$ cat src/rtl/gpr_writeback_if.sv
// Write-back bundle: ALU/LSU result sources, issue tap, scoreboard
// and register file write port.
interface gpr_writeback_if #(
    parameter int ADDR_WIDTH = 5,
    parameter int DATA_WIDTH = 64
);
    localparam int NREGS = 1 << ADDR_WIDTH;

    logic                  alu_valid;
    logic                  alu_ready;
    logic [ADDR_WIDTH-1:0] alu_rd;
    logic [DATA_WIDTH-1:0] alu_data;

    logic                  lsu_valid;
    logic                  lsu_ready;
    logic [ADDR_WIDTH-1:0] lsu_rd;
    logic [DATA_WIDTH-1:0] lsu_data;

    logic                  iss_valid;
    logic [ADDR_WIDTH-1:0] iss_rd;
    logic [NREGS-1:0]      busy;

    logic                  rf_wen;
    logic [ADDR_WIDTH-1:0] rf_rd;
    logic [DATA_WIDTH-1:0] rf_data;

    modport master (
        output alu_valid, alu_rd, alu_data,
        output lsu_valid, lsu_rd, lsu_data,
        output iss_valid, iss_rd,
        input  alu_ready, lsu_ready, busy,
        input  rf_wen, rf_rd, rf_data
    );

    modport slave (
        input  alu_valid, alu_rd, alu_data,
        input  lsu_valid, lsu_rd, lsu_data,
        input  iss_valid, iss_rd,
        output alu_ready, lsu_ready, busy,
        output rf_wen, rf_rd, rf_data
    );
endinterface

$ cat src/rtl/gpr_writeback.sv
// GPR write-back: ALU/LSU arbitration with LSU anti-starvation,
// registered RF write port with x0 suppression, busy scoreboard.
module gpr_writeback #(
    parameter int ADDR_WIDTH = 5,
    parameter int DATA_WIDTH = 64,
    parameter int STARVE_MAX = 4
) (
    input  logic                 clk,
    input  logic                 rst_n,
    gpr_writeback_if.slave       wb
);
    localparam int NREGS = 1 << ADDR_WIDTH;
    localparam int CW    = $clog2(STARVE_MAX + 1);
    localparam logic [CW-1:0] SMAX = CW'(STARVE_MAX);

    logic [CW-1:0]         cnt_q;
    logic [CW-1:0]         cnt_d;
    logic                  starve;
    logic                  alu_acc;
    logic                  lsu_acc;
    logic                  acc;
    logic [ADDR_WIDTH-1:0] acc_rd;
    logic [DATA_WIDTH-1:0] acc_data;

    logic                  wen_q;
    logic [ADDR_WIDTH-1:0] rd_q;
    logic [DATA_WIDTH-1:0] data_q;
    logic [NREGS-1:0]      busy_q;
    logic [NREGS-1:0]      busy_d;
    logic [NREGS-1:0]      set_m;
    logic [NREGS-1:0]      clr_m;

    assign starve       = (cnt_q == SMAX);
    assign wb.alu_ready = !starve;
    assign wb.lsu_ready = starve || !wb.alu_valid;

    assign alu_acc = wb.alu_valid && !starve;
    assign lsu_acc = !alu_acc && wb.lsu_valid && wb.lsu_ready;
    assign acc     = alu_acc || lsu_acc;

    always_comb begin
        acc_rd   = wb.lsu_rd;
        acc_data = wb.lsu_data;
        if (alu_acc) begin
            acc_rd   = wb.alu_rd;
            acc_data = wb.alu_data;
        end
    end

    // Counter only advances while the LSU is held off; saturates at SMAX.
    always_comb begin
        cnt_d = cnt_q;
        if (lsu_acc || !wb.lsu_valid)
            cnt_d = '0;
        else if (!wb.lsu_ready && cnt_q != SMAX)
            cnt_d = cnt_q + 1'b1;
    end

    always_ff @(posedge clk or negedge rst_n) begin
        if (!rst_n)
            cnt_q <= '0;
        else
            cnt_q <= cnt_d;
    end

    always_ff @(posedge clk or negedge rst_n) begin
        if (!rst_n) begin
            wen_q  <= 1'b0;
            rd_q   <= '0;
            data_q <= '0;
        end else begin
            wen_q <= acc && (acc_rd != '0);
            if (acc) begin
                rd_q   <= acc_rd;
                data_q <= acc_data;
            end
        end
    end

    // Set is applied after clear so a same-edge reissue keeps the bit.
    always_comb begin
        set_m = '0;
        clr_m = '0;
        if (wen_q)
            clr_m[rd_q] = 1'b1;
        if (wb.iss_valid && wb.iss_rd != '0)
            set_m[wb.iss_rd] = 1'b1;
        busy_d    = (busy_q & ~clr_m) | set_m;
        busy_d[0] = 1'b0;
    end

    always_ff @(posedge clk or negedge rst_n) begin
        if (!rst_n)
            busy_q <= '0;
        else
            busy_q <= busy_d;
    end

    assign wb.busy    = busy_q;
    assign wb.rf_wen  = wen_q;
    assign wb.rf_rd   = rd_q;
    assign wb.rf_data = data_q;
endmodule
$ cat src/flat_wrapper.sv
// flat-port wrapper written by rule: the top's interface ports become plain ports
module gpr_writeback_flat 
#(
    parameter int ADDR_WIDTH = 5,
    parameter int DATA_WIDTH = 64,
    parameter int STARVE_MAX = 4
)
  (clk, rst_n, wb_alu_valid, wb_alu_rd, wb_alu_data, wb_lsu_valid, wb_lsu_rd, wb_lsu_data, wb_iss_valid, wb_iss_rd, wb_alu_ready, wb_lsu_ready, wb_busy, wb_rf_wen, wb_rf_rd, wb_rf_data);
  gpr_writeback_if #(.ADDR_WIDTH(ADDR_WIDTH), .DATA_WIDTH(DATA_WIDTH)) wb_i ();
  input  logic clk;
  input  logic rst_n;
  input wire logic [$bits(wb_i.alu_valid)-1:0] wb_alu_valid;
  input wire logic [$bits(wb_i.alu_rd)-1:0] wb_alu_rd;
  input wire logic [$bits(wb_i.alu_data)-1:0] wb_alu_data;
  input wire logic [$bits(wb_i.lsu_valid)-1:0] wb_lsu_valid;
  input wire logic [$bits(wb_i.lsu_rd)-1:0] wb_lsu_rd;
  input wire logic [$bits(wb_i.lsu_data)-1:0] wb_lsu_data;
  input wire logic [$bits(wb_i.iss_valid)-1:0] wb_iss_valid;
  input wire logic [$bits(wb_i.iss_rd)-1:0] wb_iss_rd;
  output wire logic [$bits(wb_i.alu_ready)-1:0] wb_alu_ready;
  output wire logic [$bits(wb_i.lsu_ready)-1:0] wb_lsu_ready;
  output wire logic [$bits(wb_i.busy)-1:0] wb_busy;
  output wire logic [$bits(wb_i.rf_wen)-1:0] wb_rf_wen;
  output wire logic [$bits(wb_i.rf_rd)-1:0] wb_rf_rd;
  output wire logic [$bits(wb_i.rf_data)-1:0] wb_rf_data;
  assign wb_i.alu_valid = wb_alu_valid;
  assign wb_i.alu_rd = wb_alu_rd;
  assign wb_i.alu_data = wb_alu_data;
  assign wb_i.lsu_valid = wb_lsu_valid;
  assign wb_i.lsu_rd = wb_lsu_rd;
  assign wb_i.lsu_data = wb_lsu_data;
  assign wb_i.iss_valid = wb_iss_valid;
  assign wb_i.iss_rd = wb_iss_rd;
  assign wb_alu_ready = wb_i.alu_ready;
  assign wb_lsu_ready = wb_i.lsu_ready;
  assign wb_busy = wb_i.busy;
  assign wb_rf_wen = wb_i.rf_wen;
  assign wb_rf_rd = wb_i.rf_rd;
  assign wb_rf_data = wb_i.rf_data;
  gpr_writeback #(.ADDR_WIDTH(ADDR_WIDTH), .DATA_WIDTH(DATA_WIDTH), .STARVE_MAX(STARVE_MAX)) u_core (.clk(clk), .rst_n(rst_n), .wb(wb_i));
endmodule
$ cat config.mk
export PLATFORM = sky130hd
export DESIGN_NAME = gpr_writeback_flat
export DESIGN_NICKNAME = d
export VERILOG_FILES = /design/src/rtl/gpr_writeback_if.sv /design/src/rtl/gpr_writeback.sv /design/src/flat_wrapper.sv
export SDC_FILE = /design/constraint.sdc
export NUM_CORES = 1
export LEC_CHECK = 0
export ABC_AREA = 0
export CORE_MARGIN = 5
export CORE_UTILIZATION = 42
export DETAILED_ROUTE_END_ITERATION = 8
export PLACE_DENSITY_LB_ADDON = 0.25
export SYNTH_ARGS = -nofsm -noshare
export SYNTH_HDL_FRONTEND = slang
export SYNTH_SLANG_ARGS = --single-unit
$ cat constraint.sdc
create_clock -name clk -period 3.46 [get_ports clk]
set_input_delay 0.692 -clock clk [delete_from_list [all_inputs] [get_ports clk]]
set_output_delay 0.692 -clock clk [all_outputs]
set_load 0.03 [all_outputs]
-- After elaboration in Yosys (flattened, before gate mapping)
Index checks and enable logic that the tools add are counted.
- $add $sub $neg: 1
- multipliers: 0
- divide/modulo/power cells: 0
- order comparisons: 4
- equal/unequal tests: 2
- shifts and indexed selects: 0
- mux-type cells: 10
- bitwise gates (word level): 3
- reduce and logical (&&, ||, !) cells: 19
- operator list (operator ; count):
    $mux W32 ; 2
    $mux W64 ; 1
    $and A32 B32 Y32 ; 1
    $not A32 Y32 ; 1
    $or A32 B32 Y32 ; 1
    $lt A5 B6 Y1 const B ; 2
    $demux W1 S5 ; 2
    $ge A5 B1 Y1 const B ; 2
    $reduce_bool A5 Y1 ; 2
    $logic_and A1 B1 Y1 ; 8
    $mux W3 ; 2
    $logic_not A1 Y1 ; 5
    $mux W5 ; 1
    $add A3 B1 Y3 const B ; 1
    $eq A3 B3 Y1 const B ; 1
    $logic_or A1 B1 Y1 ; 3
    $ne A3 B3 Y1 const B ; 1
    $mux W1 ; 2
    $reduce_bool A2 Y1 ; 1
- flip-flop bits (word level): 104
- latch bits: 0
- memory bits (writable): 0
- memory bits (read-only): 0
- bits of input ports: 148
- output and inout port bits: 104
- memories kept: 0

-- Depth between registers and ports, before layout
- depth after elaboration: 8
- depth in mapped cells: 7
- mapped depth without buffers: 5

-- Worst setup path after synthesis
No wires, ideal clock.
- path kind: in2out
- start: input port wb_alu_valid
- end: output port wb_lsu_ready
- data arrival time: 1344 ps
- data required time: 2768 ps
- path slack: 1424 ps
- stages: 4
- buffers on the path: 2
- cells stage by stage: a21boi_4 buf_6 buf_6 inv_1
- word-level cells in the longest chain between the ends: 2
- RTL lines (what ; RTL line ; RTL):
    start: declaration ; flat_wrapper.sv:12 ; input wire logic [$bits(wb_i.alu_valid)-1:0] wb_alu_valid;
    $logic_not A1 Y1 ; gpr_writeback.sv:35 ; assign wb.lsu_ready = starve || !wb.alu_valid;
    $logic_or A1 B1 Y1 ; gpr_writeback.sv:35 ;
    end: declaration ; flat_wrapper.sv:21 ; output wire logic [$bits(wb_i.lsu_ready)-1:0] wb_lsu_ready;
Every way passes these cells.

-- Worst setup path after layout
Ends and elaborated chain as after synthesis.

==> results.yml <==
die:
  die_x_um: 116
  die_area_um2: 13400
  initial_core_util_pct: 43.0
  die_height_um: 116
  core_region_area_um2: 10900
  rows: 38
  io_pins: 252
drt:
  drt_iter0_drc: 204
  avgRoutedWirePerCell_um: 18.3
  drc: 0
  ant_nets: 0
  vias_per_cell: 5.13
  routed_wl_mm: 15.1
  firstDrtPassIters: 4
  vias: 4234
power:
  p_seq_share_pct: 41.8
  fin_total_pwr_mw: 3.73
  intPower_mw: 2.42
  power_density_nw_per_um2: 503
  p_leak_nw: 3.14
  p_clk_share_pct: 20.0
  comb_power_share_pct: 38.2
  switching_share_pct: 35.2
  power.switching_mw: 1.32
  peakVddDrop_mv: 0.384
setup_path:
  cp_max_fo: 2
  crit_required_ns: 2.77
  start_kind: "primary input"
  cp-end-kind: "primary output"
  arrival_ns: 2.04
  worst-setup-path-type: "in2out"
logic_synthesis:
  synth_seq_area_share_pct: 55.5
  synth_top_family_by_area: "multiplexers"
  yosysTopAreaCellShare_pct: 55.5
  synthDistinctLibCells: 22
  yosys.area.top_type: "dfrtp_1"
  synth_xor_area_share_pct: 0.187
  synth_fa_ha_area_share_pct: 0.534
  avgSynthCellArea_um2: 10.6
  synth_compound_area_share_pct: 14.7
  synth.top_cells.by_area: "dfrtp_1 (56%), mux2i_1 (15%), o21ai_1 (11%)"
  syn_inst: 441
  ys_warn_count: 0
  ys_ff_latch: 104
  syn_area_um2: 4690
  synth-simple-area-share_pct: 10.3
  synth_mux_area_share_pct: 14.7
  synth_nets: 591
clocking:
  cts_hold_buf: 0
  cts_resized: 0
  clk_pin_slew_worst_paths_ns: 0.09
  htreeDepth: 3
  clockBufferDepth: 2
  cts_buffers: 9
  cts_setup_buffers: 0
  clk_latency_ns: 0.36
  numClockSinks: 104
  clockRootBuffer: "clkbuf_8"
  cts_tree: "yes"
timing:
  worstMarginPinSlew_ns: 0.718
  period_minus_slack_ns: 2.73
  final_hold_viol_count: 0
  fin_skew_ns: 0.00942
  setup_violations: 0
  fmax_mhz: 366
  maxSlewViolCount: 0
  fin_crit_sh_pct: 79.0
  fin_setup_tns_ns: 0
  whs_ns: 0.323
  rsz0062_at_grt: "no"
  slew_headroom_pct: 52.1
grt:
  grt.busiest_layer: "met2"
  grt_pass1_vias: 4588
  grt_pass1_wl_mm: 23.6
  use_met2_pct: 38.9
  antenna_found_initial: 0
  use_met3_pct: 6.63
  grt_max_degree: 79
  gr-total-overflow: 0
  grt_use_total_pct: 22.4
  use_met1_pct: 26.9
place:
  postPlaceCellArea_um2: 7240
  dpl.hpwl_mm: 11.3
  gp_congestion: 0.802
  post-place-cells: 811
  port_buffers: 250
layout:
  final_common_cell: "clkdlybuf4s50_1"
  final_net_count: 832
  final-seq-area_um2: 2600
  fillCellCount: 860
  multi_input_area_um2: 1900
  layout-drive-gt1-share_pct: 3.50
  antenna_cells: 0
  stdcell_count: 825
  area_growth_pct: 58.4
  stdcell_area_um2: 7420
  mostFrequentLayoutCells: "clkdlybuf4s50_1 (248), dfrtp_1 (104), o21ai_1 (102)"
status:
  outcome: "finished, final reports clean"
run:
  maxCapViolCount: 0
min_path:
  hp-class: "in2async"
layout make-up:
| type | count | share of cell area (%) |
|---|---|---|
| flip-flops and latches | 104 | 35.1 |
| clock inverters | 3 | 0.590 |
| clock buffers | 11 | 1.90 |
| inverters | 3 | 0.152 |
| well taps | 140 | 2.36 |
| repair buffers | 254 | 34.4 |
| multi-input cells | 310 | 25.6 |
worst paths after layout:
check / slack, ns / cells past startpoint / startpoint / end
setup / recovery: 0.73 / 4 / wb_alu_valid / wb_lsu_ready
hold / removal: 0.32 / 1 / rst_n / u_core.wb.busy[25]
setup reg to reg: 1.08 / 7 / u_core.cnt_q[0] / u_core.wb.rf_data[7]
hold reg to reg: 0.48 / 1 / u_core.cnt_q[0] / u_core.cnt_q[0]
max in group asynchronous: 2.41 / 2 / rst_n / u_core.wb.rf_data[46]
min in group clk: 0.48 / 1 / u_core.cnt_q[0] / u_core.cnt_q[0]
cell families (layout without fill, tap and decap cells):
logic type,after synthesis,in the layout
AOI/OAI and AO/OA,135,135
xor gates and xnor gates,1,1
adders and majority gates,2,2
buffers and inverters,27,271
DFF,104,104
muxes,69,69
other,1,1
and+or+nand+nor,102,102
stage by stage:
stage                     worst slack [ns]  utilization [%]
after floorplan                       1.42                -
after global placement               0.579             66.5
after detailed placement             0.536             66.5
after CTS                            0.696             68.2
after global routing                 0.695             68.2
final                                0.728             68.2
power groups by stage:
stage | sequential, mW | clock [mW] | combinational, mW
after detailed placement | 1.58 | 0 | 1.43
after global routing | 1.59 | 0.818 | 1.51
after global placement | 1.57 | 0 | 1.40
after CTS | 1.56 | 0.769 | 1.44
after floorplan | 1.98 | 0 | 0.294
final | 1.56 | 0.746 | 1.43
registers in the layout, summed over array words and instances (netlist names):
register and flops:
u_core.wb.rf_data 64, u_core.wb.busy 31, u_core.wb.rf_rd 5, u_core.cnt_q 3
u_core.wb.rf_wen 1
Yosys cell counts:
library cell	count
xnor2_1	1
a21boi_4	1
and3_1	1
nor2_1	4
nand3_1	4
or3b_1	2
or3b_4	4
dfrtp_1	104
or3_1	2
nand2_1	73
ha_1	2
or4_1	2
o21ai_0	32
buf_6	8
conb_1	1
nand3b_1	10
mux2i_1	69
buf_2	7
inv_1	3
buf_4	2
o21ai_1	102
clkbuf_2	7
layer usage:
layer  part of all wire (%)  wire length (µm)  up-vias
met5                      0                 0        -
met4                    1.9               292        0
met3                    9.6              1440       23
met2                     50              7570      187
met1                     38              5770     1999
li1                       -                 -     2025
critical path: stages:
cell,delay [ns]
clkdlybuf4s50_1,0.43
a21boi_4,0.15
inv_1,0.06
clkdlybuf4s50_1,0.71
(Power assumes the default switching activity.)
